--- config.mk ---
export PLATFORM = sky130hd
export DESIGN_NAME = dram_slot_arbiter
export DESIGN_NICKNAME = d
export VERILOG_FILES = /design/src/rtl/dram_arb_pkg.sv /design/src/rtl/dram_slot_arbiter_rfsh_timer.sv /design/src/rtl/dram_slot_arbiter.sv
export SDC_FILE = /design/constraint.sdc
export NUM_CORES = 1
export LEC_CHECK = 0
export ABC_AREA = 1
export CAP_MARGIN = 20
export CELL_PAD_IN_SITES_DETAIL_PLACEMENT = 1
export CELL_PAD_IN_SITES_GLOBAL_PLACEMENT = 1
export CORE_MARGIN = 8
export CORE_UTILIZATION = 24
export DETAILED_ROUTE_END_ITERATION = 7
export GPL_TIMING_DRIVEN = 1
export PLACE_DENSITY = 0.77
export SYNTH_ARGS = -nofsm -noshare
export SYNTH_HDL_FRONTEND = slang
export SYNTH_SLANG_ARGS = --single-unit
--- constraint.sdc ---
create_clock -name clk -period 1.17 [get_ports clk]
set_input_delay 0.2925 -clock clk [delete_from_list [all_inputs] [get_ports clk]]
set_output_delay 0.2925 -clock clk [all_outputs]
set_load 0.05 [all_outputs]
--- src/rtl/dram_arb_pkg.sv ---
// dram_arb_pkg: shared owner encoding and default sizes for the DRAM slot arbiter
// No ports; imported by dram_slot_arbiter and rfsh_timer.
package dram_arb_pkg;
    typedef enum logic [2:0] {
        OWN_NONE = 3'd0,
        OWN_VID  = 3'd1,
        OWN_CPU  = 3'd2,
        OWN_DMA  = 3'd3,
        OWN_RFSH = 3'd4
    } owner_e;
    localparam int ADDR_W_DEF   = 21;
    localparam int RFSH_DIV_DEF = 109;
endpackage

--- src/rtl/dram_slot_arbiter_rfsh_timer.sv ---
// rfsh_timer: counts slots and raises pending/urgent refresh flags
// Ports: clk, rst_n (async active-low), c0 (slot strobe), grant_rfsh (refresh granted
// at this c0 edge) -> rfsh_pend (one refresh owed), rfsh_urg (two refreshes owed).
module rfsh_timer
    import dram_arb_pkg::*;
#(
    parameter int RFSH_DIV = RFSH_DIV_DEF
) (
    input  logic clk,
    input  logic rst_n,
    input  logic c0,
    input  logic grant_rfsh,
    output logic rfsh_pend,
    output logic rfsh_urg
);
    localparam int CW = $clog2(RFSH_DIV);
    logic [CW-1:0] cnt_q, cnt_d;
    logic          pend_q, pend_d, urg_q, urg_d, wrap;
    // A grant consumes the old flags; a wrap on the same edge re-arms pending.
    always_comb begin
        wrap   = c0 && cnt_q == CW'(RFSH_DIV - 1);
        cnt_d  = !c0 ? cnt_q : wrap ? '0 : cnt_q + 1'b1;
        pend_d = grant_rfsh ? wrap : pend_q | wrap;
        urg_d  = grant_rfsh ? 1'b0 : urg_q | (wrap & pend_q);
    end
    always_ff @(posedge clk or negedge rst_n) begin
        if (!rst_n) begin
            cnt_q  <= '0;
            pend_q <= 1'b0;
            urg_q  <= 1'b0;
        end else begin
            cnt_q  <= cnt_d;
            pend_q <= pend_d;
            urg_q  <= urg_d;
        end
    end
    assign rfsh_pend = pend_q;
    assign rfsh_urg  = urg_q;
endmodule

--- src/rtl/dram_slot_arbiter.sv ---
// dram_slot_arbiter: per-slot owner selection for the shared DRAM port (video, CPU, DMA, refresh)
// Ports: clk, rst_n (async active-low); c0/c2/c3 phase strobes; vid/cpu/dma request,
// address, rnw and write data; *_strb completion pulses and rdata back to requesters;
// dram_req/rnw/rfsh/addr/wdata to the DRAM controller, dram_rdata from it.
// Define ZXEVO_DMA_EN to enable the DMA port and CPU/DMA round-robin; otherwise DMA
// inputs are ignored, dma_strb is 0 and CPU always wins the low-priority arbitration.
module dram_slot_arbiter
    import dram_arb_pkg::*;
#(
    parameter int ADDR_W   = ADDR_W_DEF,
    parameter int RFSH_DIV = RFSH_DIV_DEF
) (
    input  logic              clk,
    input  logic              rst_n,
    input  logic              c0,
    input  logic              c2,
    input  logic              c3,
    input  logic              vid_req,
    input  logic              cpu_req,
    input  logic              dma_req,
    input  logic [ADDR_W-1:0] vid_addr,
    input  logic [ADDR_W-1:0] cpu_addr,
    input  logic [ADDR_W-1:0] dma_addr,
    input  logic              cpu_rnw,
    input  logic              dma_rnw,
    input  logic [15:0]       cpu_wdata,
    input  logic [15:0]       dma_wdata,
    output logic              vid_strb,
    output logic              cpu_strb,
    output logic              dma_strb,
    output logic [15:0]       rdata,
    output logic              dram_req,
    output logic              dram_rnw,
    output logic              dram_rfsh,
    output logic [ADDR_W-1:0] dram_addr,
    output logic [15:0]       dram_wdata,
    input  logic [15:0]       dram_rdata
);
    owner_e            owner_q, owner_d, win;
    logic              req_q, req_d, rnw_q, rnw_d, rfsh_q, rfsh_d;
    logic [ADDR_W-1:0] addr_q, addr_d;
    logic [15:0]       wdata_q, wdata_d, rdata_q, rdata_d;
    logic              rfsh_pend, rfsh_urg, dma_on, cpu_first;

    rfsh_timer #(.RFSH_DIV(RFSH_DIV)) u_rfsh (
        .clk       (clk),
        .rst_n     (rst_n),
        .c0        (c0),
        .grant_rfsh(c0 && win == OWN_RFSH),
        .rfsh_pend (rfsh_pend),
        .rfsh_urg  (rfsh_urg)
    );

`ifdef ZXEVO_DMA_EN
    logic rr_q, rr_d;  // 1 = DMA favoured on the next CPU/DMA tie
    assign dma_on    = dma_req;
    assign cpu_first = !rr_q;
    assign rr_d      = (c0 && (win == OWN_CPU || win == OWN_DMA)) ? win == OWN_CPU : rr_q;
    always_ff @(posedge clk or negedge rst_n) begin
        if (!rst_n) rr_q <= 1'b0;
        else        rr_q <= rr_d;
    end
    assign dma_strb = (owner_q == OWN_DMA) & c3;
`else
    logic dma_unused;
    assign dma_unused = dma_req;
    assign dma_on     = 1'b0;
    assign cpu_first  = 1'b1;
    assign dma_strb   = 1'b0;
`endif

    // Refresh address is don't-care, so addr/wdata hold through RFSH and idle slots.
    always_comb begin
        win     = rfsh_urg ? OWN_RFSH : vid_req ? OWN_VID : rfsh_pend ? OWN_RFSH :
                  (cpu_req && (cpu_first || !dma_on)) ? OWN_CPU : dma_on ? OWN_DMA : OWN_NONE;
        owner_d = c0 ? win : owner_q;
        req_d   = c0 ? win != OWN_NONE : req_q;
        rfsh_d  = c0 ? win == OWN_RFSH : rfsh_q;
        addr_d  = !c0 ? addr_q : win == OWN_VID ? vid_addr : win == OWN_CPU ? cpu_addr :
                  win == OWN_DMA ? dma_addr : addr_q;
        wdata_d = !c0 ? wdata_q : win == OWN_CPU ? cpu_wdata : win == OWN_DMA ? dma_wdata : wdata_q;
        rnw_d   = (!c0 || win == OWN_NONE) ? rnw_q : win == OWN_CPU ? cpu_rnw :
                  win == OWN_DMA ? dma_rnw : 1'b1;
        rdata_d = (c2 && req_q && rnw_q && !rfsh_q) ? dram_rdata : rdata_q;
    end

    always_ff @(posedge clk or negedge rst_n) begin
        if (!rst_n) begin
            owner_q <= OWN_NONE;
            req_q   <= 1'b0;
            rnw_q   <= 1'b0;
            rfsh_q  <= 1'b0;
            addr_q  <= '0;
            wdata_q <= '0;
            rdata_q <= '0;
        end else begin
            owner_q <= owner_d;
            req_q   <= req_d;
            rnw_q   <= rnw_d;
            rfsh_q  <= rfsh_d;
            addr_q  <= addr_d;
            wdata_q <= wdata_d;
            rdata_q <= rdata_d;
        end
    end

    assign vid_strb   = (owner_q == OWN_VID) & c3;
    assign cpu_strb   = (owner_q == OWN_CPU) & c3;
    assign rdata      = rdata_q;
    assign dram_req   = req_q;
    assign dram_rnw   = rnw_q;
    assign dram_rfsh  = rfsh_q;
    assign dram_addr  = addr_q;
    assign dram_wdata = wdata_q;
endmodule

==> results.yml, run 1 <==
status:
  outcome: "complete, but fails checks"
  violations: "negative setup slack"
synthesis:
  synth_cell_types: 20
  yosys_warnings: 0
  syn_area_per_cell_um2: 7.61
  synth_top_area_share_pct: 50.8
  yosys.area.top_type: "dfrtp_1"
  ys_seq_area_share_pct: 50.8
  synth.top_cells.by_area: "dfrtp_1 51%, nand2_1 16%, nand3_1 10%"
  synth_seq_cells: 68
  syn_area_mm2: 0.00335
  synth_fp_nets: 563
  synthCells: 440
routing:
  drtAntennaViolNets: 0
  drt_pre_antenna_iters: 4
  routedWlPerCell_um: 20.7
  drc: 0
  drt-total-wl_um: 17500
  drt_iter0_markers: 211
  via_count: 3969
  vias_per_cell: 4.68
sta:
  rsz0062_at_grt: "yes"
  period_minus_slack_ns: 1.53
  hold_viol_final: 0
  fin_skew_ns: 0.00893
  slew_viol_final: 0
  setup_viol: 108
  hold_ws_ns: 0.346
  fin_ws_ns: -0.361
  max_freq_ghz: 0.653
  post-route-period-util_pct: 131
power_and_ir_drop:
  clkPwrFrac_pct: 23.3
  p_seq_share_pct: 28.3
  p_total_mw: 12.2
  swShare_pct: 39.6
  peakVddDrop_mv: 0.896
  p_leak_nw: 3.39
  switchingPower_mw: 4.83
  p_int_mw: 7.38
  p_comb_share_pct: 48.4
  p_per_area_mw_per_mm2: 1680
critical_path:
  cp_data_required_time_ns: 0.88
  critPathSlowestCell: "dfrtp_1"
  crit_family: "flip-flops"
  crit_cells: 4
  cpPeakStageDelay_ns: 0.39
  r2r-start: "u_rfsh.rfsh_urg"
  r2r_end: "dram_addr[17]"
  r2r_slack_ns: -0.21
  reg2regPathDepth: 6
  cp-endpoint: "vid_strb"
  critPathLaunch: "owner_q[2]"
  startpoint_type: "register"
  path_buf_inv: 2
  worstPathArrival_ns: 1.24
  path_class: "reg2out"
  crit_path_max_fanout: 2
  path_cells: "inv_2 -> nand2_4 -> nor3_4 -> buf_12"
  worstSetupEndpointType: "output port"
floorplan:
  start_util_pct: 24.3
  die_area_mm2: 0.0180
  rows: 43
  pin_count: 180
  coreArea_mm2: 0.0138
  die_height_um: 134
  die_w_um: 134
grt:
  grt_usage_pct: 17.4
  grt_pass1_wl_um: 24600
  grt-busiest-layer: "met2"
  grt_util_met3_pct: 3.70
  globalRouteMet2Util_pct: 33.1
  grt_start_max_net_pins: 47
  overflow: 0
  grt_pass1_vias: 4382
  use_met1_pct: 18.2
  grt_antenna_before_repair: 0
clocking:
  tritoncts: "built"
  cts.sinks: 68
  h-tree-depth: 3
  clockBufferDepth: 2
  root_buffer: "clkbuf_16"
  clk-insertion-delay-late_ns: 0.34
  clk_pin_slew_ns: 0.07
  cts_buffers: 9
cells_and_area:
  final_cell_mix: "101 x nand2_1, 97 x clkdlybuf4s50_1, 69 x buf_12"
  fin_cells: 848
  fin_nets: 786
  antenna_cells: 0
  synthToLayoutAreaGrowth_pct: 117
  fillers: 1507
  final_common_cell: "nand2_1"
  drive_gt1_share_pct: 40.3
place:
  hpwlAfterDp_um: 10700
  dp_cells: 777
  place_worst_setup_slack_ns: -0.538
  port_buffers: 160
  gp_congestion: 0.768
min_path:
  hp-class: "in2async"
job:
  cap_violations: 0
-- cells by family after synthesis --
| logic type | count (synthesis) | share of synthesized area (%) |
|---|---|---|
| AND/OR/NAND/NOR | 251 | 32.2 |
| flip-flops | 68 | 50.8 |
| buffers and inverters | 65 | 8.15 |
| AO/OA/AOI/OAI | 53 | 8.00 |
| adder cells (fa/ha/maj) | 2 | 0.747 |
| other | 1 | 0.112 |
-- metrics by stage --
stage / area, um^2 / TNS, ns / utilization [%]
finish: 7260 / -8.14 / 52.7
CTS: 6710 / -6.98 / 48.7
detailed placement: 5930 / -28.98 / 43.0
floorplan: 3400 / -0.628 / -
global route: 7260 / -12.54 / 52.7
global placement: 5930 / -25.01 / 43.0
-- sequential cells by signal, summed over array words and instances (netlist names) --
name	flops
dram_req	1
dram_wdata	16
dram_rfsh	1
owner_q	3
dram_addr	21
u_rfsh.rfsh_pend	1
dram_rnw	1
rdata	16
u_rfsh.rfsh_urg	1
u_rfsh.cnt_q	7
-- worst min-delay path by stage --
stage	endpoint	slack, ns	depth (start not counted)
after floorplan	dram_addr[0]	-0.003	0
after global placement	rdata[14]	0.15	1
after detailed placement	rdata[14]	0.16	1
after CTS	rdata[12]	0.34	2
after global routing	rdata[13]	0.37	2
final	rdata[12]	0.35	2
-- area by class of cell --
type | instances | area [um^2] | area share, %
Clock buffer | 9 | 225 | 3.10
Timing Repair Buffer | 237 | 3000 | 41.4
Clock inverter | 7 | 72.6 | 0.999
Timing Repair inverter | 1 | 8.76 | 0.121
Inverter | 38 | 164 | 2.26
Multi-Input combinational cell | 308 | 1850 | 25.5
Tap cell | 180 | 225 | 3.10
Sequential cell | 68 | 1710 | 23.6
-- worst reg2reg max path: stages, from the launching register on --
cell and delay [ns]:
dfrtp_2 0.44, nor2_4 0.18, nand3_4 0.14, buf_12 0.20
a21oi_1 0.22, nand2_1 0.07, nand2_1 0.07
-- cells in the mapped netlist --
cell / count
nand2_1: 143
ha_1: 2
nand4_1: 4
dfrtp_1: 68
nand2_2: 1
o21ai_0: 27
buf_2: 20
inv_2: 1
nand3_1: 67
nor3_1: 3
a21oi_1: 25
nand3_4: 1
buf_4: 1
nand3_2: 1
o21bai_1: 1
clkbuf_1: 6
conb_1: 1
nor2_1: 29
inv_1: 37
nor2_4: 2
-- repair_timing --
item | in CTS | in global routing
gates cloned | 3 | 5
gates resized for setup | 75 | 95
pin swaps | 32 | 20
setup endpoints to repair | 106 | 124
hold endpoints to repair | 6 | 0
buffers inserted | 26 | 21
hold buffers | 1 | 0
-- routing by layer --
metal  vias to the layer above  share of wire (%)
met5                         -                  0
met4                         0                3.0
met3                        30                3.3
met2                        95                 56
met1                      1986                 38
li1                       1858                  -
-- power groups by stage --
stage                     sequential (mW)  clock [mW]  combinational (mW)
after floorplan                      4.43           0               0.902
after global placement               3.37           0                4.47
after detailed placement             3.41           0                4.60
after CTS                            3.38        2.86                5.13
after global routing                 3.51        2.98                6.18
final                                3.46        2.85                5.91
(Power assumes the default switching activity.)
==> inputs of run 2 (changes only) <==
ABC_AREA = default   (was 1)
CORE_UTILIZATION = 25   (was 24)
PLACE_DENSITY = 0.78   (was 0.77)
clock period = 1.35 ns   (was 1.17 ns; I/O delays follow)
==> run 2 against run 1 <==
The flow finishes with violations (negative hold slack, negative setup slack). Clock skew fell by 0.0023 ns. Sequential share of layout area rose by 6.6 points. Largest cell class unchanged. Core utilization fell by 3.2 points. Highest routed layer unchanged. Synthesized area fell by 13%. Count of clock-buffer cells in the layout rose by 4.
==> results.yml, run 2 <==
sta:
  post-route-period-util_pct: 124
  slew_viol_final: 0
  fin_skew_ns: 0.00663
  hold_viol_final: 4
  max_freq_ghz: 0.596
  setup_viol: 40
  period_minus_slack_ns: 1.68
  fin_ws_ns: -0.327
  rsz0062_at_grt: "yes"
  hold_ws_ns: -0.0123
status:
  outcome: "complete, but fails checks"
  violations: "negative hold slack, negative setup slack"
critical_path:
  r2r_end: "dram_wdata[9]"
  crit_path_max_fanout: 6
  worstSetupEndpointType: "register"
  cp-endpoint: "dram_wdata[9]"
  path_class: "reg2reg"
  worstPathArrival_ns: 1.88
  r2r_slack_ns: -0.33
  startpoint_type: "register"
  cp_data_required_time_ns: 1.55
  critPathLaunch: "u_rfsh.rfsh_urg"
  reg2regPathDepth: 4
  r2r-start: "u_rfsh.rfsh_urg"
grt:
  overflow: 0
  grt_pass1_wl_um: 15300
  grt_antenna_before_repair: 0
  grt_pass1_vias: 2789
  grt_usage_pct: 13.2
  grt_start_max_net_pins: 69
floorplan:
  rows: 39
  die_w_um: 124
  start_util_pct: 25.6
  pin_count: 180
  die_height_um: 124
  die_area_mm2: 0.0154
  coreArea_mm2: 0.0114
job:
  cap_violations: 0
clocking:
  cts_buffers: 9
  clk_pin_slew_ns: 0.05
  ctsHoldBuffers: 0
  cts.sinks: 68
  h-tree-depth: 3
  clockBufferDepth: 2
  tritoncts: "built"
  clk-insertion-delay-late_ns: 0.32
  root_buffer: "clkbuf_16"
cells_and_area:
  largest_reg_flops: 21
  fin_nets: 508
  drive_gt1_share_pct: 38.0
  synthToLayoutAreaGrowth_pct: 93.6
  final_common_cell: "clkdlybuf4s50_1"
  fillers: 1139
  final_cell_mix: "76 x clkdlybuf4s50_1, 64 x dfrtp_1, 62 x buf_12"
  antenna_cells: 0
routing:
  drt_pre_antenna_iters: 4
  drt_iter0_markers: 98
  routedWlPerCell_um: 20.0
  vias_per_cell: 4.65
  drt-total-wl_um: 10600
  via_count: 2475
  drtAntennaViolNets: 0
  drc: 0
min_path:
  hp-class: "in2async"
synthesis:
  ys_seq_area_share_pct: 58.2
  synth_cell_types: 37
  syn_area_mm2: 0.00292
  synth_fp_nets: 346
  synth.top_cells.by_area: "dfrtp_1 58%, mux2_2 12%, o221a_1 7.3%"
  synth_top_area_share_pct: 58.2
  yosys.area.top_type: "dfrtp_1"
  yosysMostFrequentCell: "dfrtp_1"
  synth_common_cells: "68 x dfrtp_1, 32 x mux2_2, 24 x nand2b_1"
  syn_area_per_cell_um2: 13.1
  synth_seq_cells: 68
  ys.flop_type: "dfrtp_1"
  yosys_warnings: 0
  synth_async_sr_flop_share_pct: 100
  synthCells: 223
  synth_edf_count: 0
power_and_ir_drop:
  p_per_area_mw_per_mm2: 1820
  peakVddDrop_mv: 1.19
  p_total_mw: 10.3
  p_leak_nw: 2.41
place:
  port_buffers: 139
  hpwlAfterDp_um: 7780
  place_worst_setup_slack_ns: -0.675
  gp_congestion: 0.744
==> run 2: cell count changes after synthesis, sizes merged, moves of 3 or more <==
cell    previous run  this run
a22o               0         3
o221a              0        21
o21ai             27         9
mux2               0        32
nand2b             0        25
nand2            144         7
a21oi             25         4
inv               38         7
buf               21         7
nor2              31         6
nand3             69         1
==> run 2: critical path, stage by stage, from the launching register on <==
cell       delay [ns]
dfrtp_1          0.39
nand2b_4         0.15
or4_4            0.54
clkbuf_16        0.21
mux2_2           0.26
==> run 2: cell families (layout without fill, tap and decap cells) <==
family	after synthesis	in the layout	synth area share (%)
AOI/OAI and AO/OA	44	44	13.0
other	1	1	0.128
adders and majority gates	2	2	0.856
muxes	33	33	12.7
and+or+nand+nor	54	54	11.4
buffers and inverters	21	187	3.77
DFF	68	68	58.2
==> run 2: final cells by class <==
class / instances / area (um^2) / share of cell area (%)
clock buffers: 13 / 260 / 4.60
clock inverters: 2 / 10.0 / 0.177
inverters: 7 / 26.3 / 0.464
multi-input cells: 134 / 1180 / 20.9
flip-flops and latches: 68 / 1710 / 30.1
well taps: 143 / 179 / 3.16
repair buffers: 165 / 2300 / 40.6
==> run 2: per-stage QoR <==
step | utilization [%] | cell area (um^2) | hold slack [ns] | setup TNS [ns] | instances
after CTS | 48.4 | 5520 | 0.0269 | -11.98 | 526
after global routing | 49.6 | 5660 | 0.0411 | -13.25 | 532
after global placement | 45.8 | 5230 | 0.377 | -30.37 | 510
final | 49.6 | 5660 | -0.0123 | -11.83 | 532
after floorplan | - | 2970 | 0.0419 | -9.10 | 223
after detailed placement | 45.8 | 5230 | 0.379 | -32.17 | 510
==> run 2: how the worst min path moves through the flow <==
stage                      from               to  cells after the start
after floorplan           rst_n     dram_addr[0]                      0
after global placement    rst_n  u_rfsh.rfsh_urg                      2
after detailed placement  rst_n  u_rfsh.cnt_q[0]                      2
after CTS                 rst_n  u_rfsh.cnt_q[0]                      2
after global routing      rst_n  u_rfsh.rfsh_urg                      2
final                     rst_n  u_rfsh.cnt_q[0]                      2
==> run 2: where the power goes <==
| group | internal (mW) | switching, mW | total (mW) |
|---|---|---|---|
| Combinational | 2.57 | 2.38 | 4.95 |
| Clock | 1.33 | 0.807 | 2.13 |
| Sequential | 2.58 | 0.628 | 3.21 |
| Total | 6.47 | 3.82 | 10.3 |
==> run 2: layer usage <==
layer	vias up	track usage, %	wire length [um]
met4	0	6.77	216
met2	90	23.1	5650
met3	11	3.17	726
li1	1141	-	-
met1	1233	14.5	4050
met5	-	0	0
==> run 2: repair_timing <==
action / in CTS / in global routing
resized for setup: 5 / 10
pin swaps: 3 / 5
cloned: 1 / 4
hold endpoints to repair: 0 / 0
buffers inserted: 0 / 2
setup endpoints to repair: 48 / 48
==> inputs of run 3 (changes only) <==
CAP_MARGIN = 25   (was 20)
SKIP_CTS_REPAIR_TIMING = 1   (was default)
==> run 3 against run 2 <==
The run still ends with negative hold slack, negative setup slack left. Die area stayed put. Sequential share of layout area is 0.58 points higher. Critical path depth stayed put.
==> results.yml, run 3 (synthesized netlist as in run 2, its figures left out) <==
status:
  outcome: "complete, but fails checks"
  violations: "negative hold slack, negative setup slack"
clocking:
  cts.sinks: 68
  cts_buffers: 9
  clk-insertion-delay-late_ns: 0.32
  tritoncts: "built"
  root_buffer: "clkbuf_16"
  clockBufferDepth: 2
  clk_pin_slew_ns: 0.05
  h-tree-depth: 3
critical_path:
  reg2regPathDepth: 4
  worstSetupEndpointType: "register"
  worstPathArrival_ns: 1.86
  path_class: "reg2reg"
  crit_path_max_fanout: 19
  startpoint_type: "register"
  cp_data_required_time_ns: 1.55
floorplan:
  coreArea_mm2: 0.0114
  rows: 39
  die_height_um: 124
  die_area_mm2: 0.0154
  pin_count: 180
  die_w_um: 124
  start_util_pct: 25.6
routing:
  via_count: 2442
  drtAntennaViolNets: 0
  drt_iter0_markers: 90
  drc: 0
  drt_pre_antenna_iters: 4
  vias_per_cell: 4.63
  routedWlPerCell_um: 19.6
  drt-total-wl_um: 10300
grt:
  grt_antenna_before_repair: 0
  grt_pass1_wl_um: 15100
  grt_pass1_vias: 2763
  overflow: 0
  grt_start_max_net_pins: 69
  grt_usage_pct: 13.0
cells_and_area:
  fin_nets: 503
  final_common_cell: "clkdlybuf4s50_1"
  largest_reg_flops: 21
  synthToLayoutAreaGrowth_pct: 89.9
  drive_gt1_share_pct: 36.7
  antenna_cells: 0
  fin_cells: 527
  fin_util_pct: 48.6
  final_area_mm2: 0.00555
  final_cell_mix: "79 x clkdlybuf4s50_1, 65 x dfrtp_1, 62 x buf_12"
sta:
  hold_ws_ns: -0.0114
  max_freq_ghz: 0.601
  slew_viol_final: 0
  fin_ws_ns: -0.315
  post-route-period-util_pct: 123
  rsz0062_at_grt: "yes"
  period_minus_slack_ns: 1.66
  hold_viol_final: 4
  fin_skew_ns: 0.00769
  setup_viol: 40
power_and_ir_drop:
  p_int_mw: 6.43
  p_leak_nw: 2.34
  peakVddDrop_mv: 1.18
  switchingPower_mw: 3.79
  p_seq_share_pct: 31.3
  p_per_area_mw_per_mm2: 1840
  swShare_pct: 37.1
  clkPwrFrac_pct: 20.9
  p_comb_share_pct: 47.8
place:
  port_buffers: 139
  gp_congestion: 0.744
  hpwlAfterDp_um: 7780
  dp_cells: 510
  dpl_cell_area_mm2: 0.00523
min_path:
  hp-class: "in2async"
job:
  cap_violations: 0
## run 3: changes by cell type in the layout (fill, tap and decap cells not counted), moves of 2 or more
cell             delta
clkdlybuf4s50_1     +3
buf_4               -2
clkbuf_16           -2
dlymetal6s2s_1      -2
## run 3: area by class of cell
class / count / area (um^2)
fill: 1153 / 5870
timing repair buffer: 160 / 2200
sequential: 68 / 1710
multi-input combinational: 134 / 1170
clock buffer: 13 / 260
tap: 143 / 179
inverter: 7 / 26.3
clock inverter: 2 / 10.0
## run 3: stage by stage
stage	TNS, ns	hold WS (ns)	power [mW]	setup WS, ns
3_3_place_gp	-30.37	0.377	7.94	-0.649
3_5_place_dp	-32.17	0.379	8.10	-0.675
6_report	-11.07	-0.0114	10.2	-0.315
4_1_cts	-12.66	0.0269	10.3	-0.375
5_1_grt	-12.95	0.0411	10.6	-0.364
2_1_floorplan	-9.10	0.0419	5.30	-0.236
## run 3: critical path, stage by stage (launching register included)
cell	delay, ns
dfrtp_1	0.37
nand2b_4	0.14
or4_4	0.54
buf_12	0.19
mux2_2	0.28
## run 3: layer usage
metal | vias up | share of wire, % | global-route usage, %
met5 | - | 0 | 0
met4 | 0 | 2.1 | 6.77
met3 | 10 | 6.9 | 3.17
met2 | 82 | 53 | 22.6
met1 | 1221 | 38 | 14.5
li1 | 1129 | - | -
## run 3: worst paths after layout
check	from	end	slack (ns)
min	rst_n	u_rfsh.cnt_q[0]	-0.01
min in group clk	dram_rfsh	dram_rfsh	0.55
min reg2reg	dram_rfsh	dram_rfsh	0.55
max	u_rfsh.rfsh_urg	dram_wdata[11]	-0.31
max in group asynchronous	rst_n	dram_rfsh	0.99
max reg2reg	u_rfsh.rfsh_urg	dram_wdata[11]	-0.31
## run 3: power by group through the flow
stage / registers [mW] / clock network, mW / logic, mW
floorplan: 4.40 / 0 / 0.899
global placement: 3.17 / 0 / 4.77
detailed placement: 3.22 / 0 / 4.88
CTS: 3.20 / 2.20 / 4.88
global route: 3.26 / 2.29 / 5.08
finish: 3.20 / 2.14 / 4.89
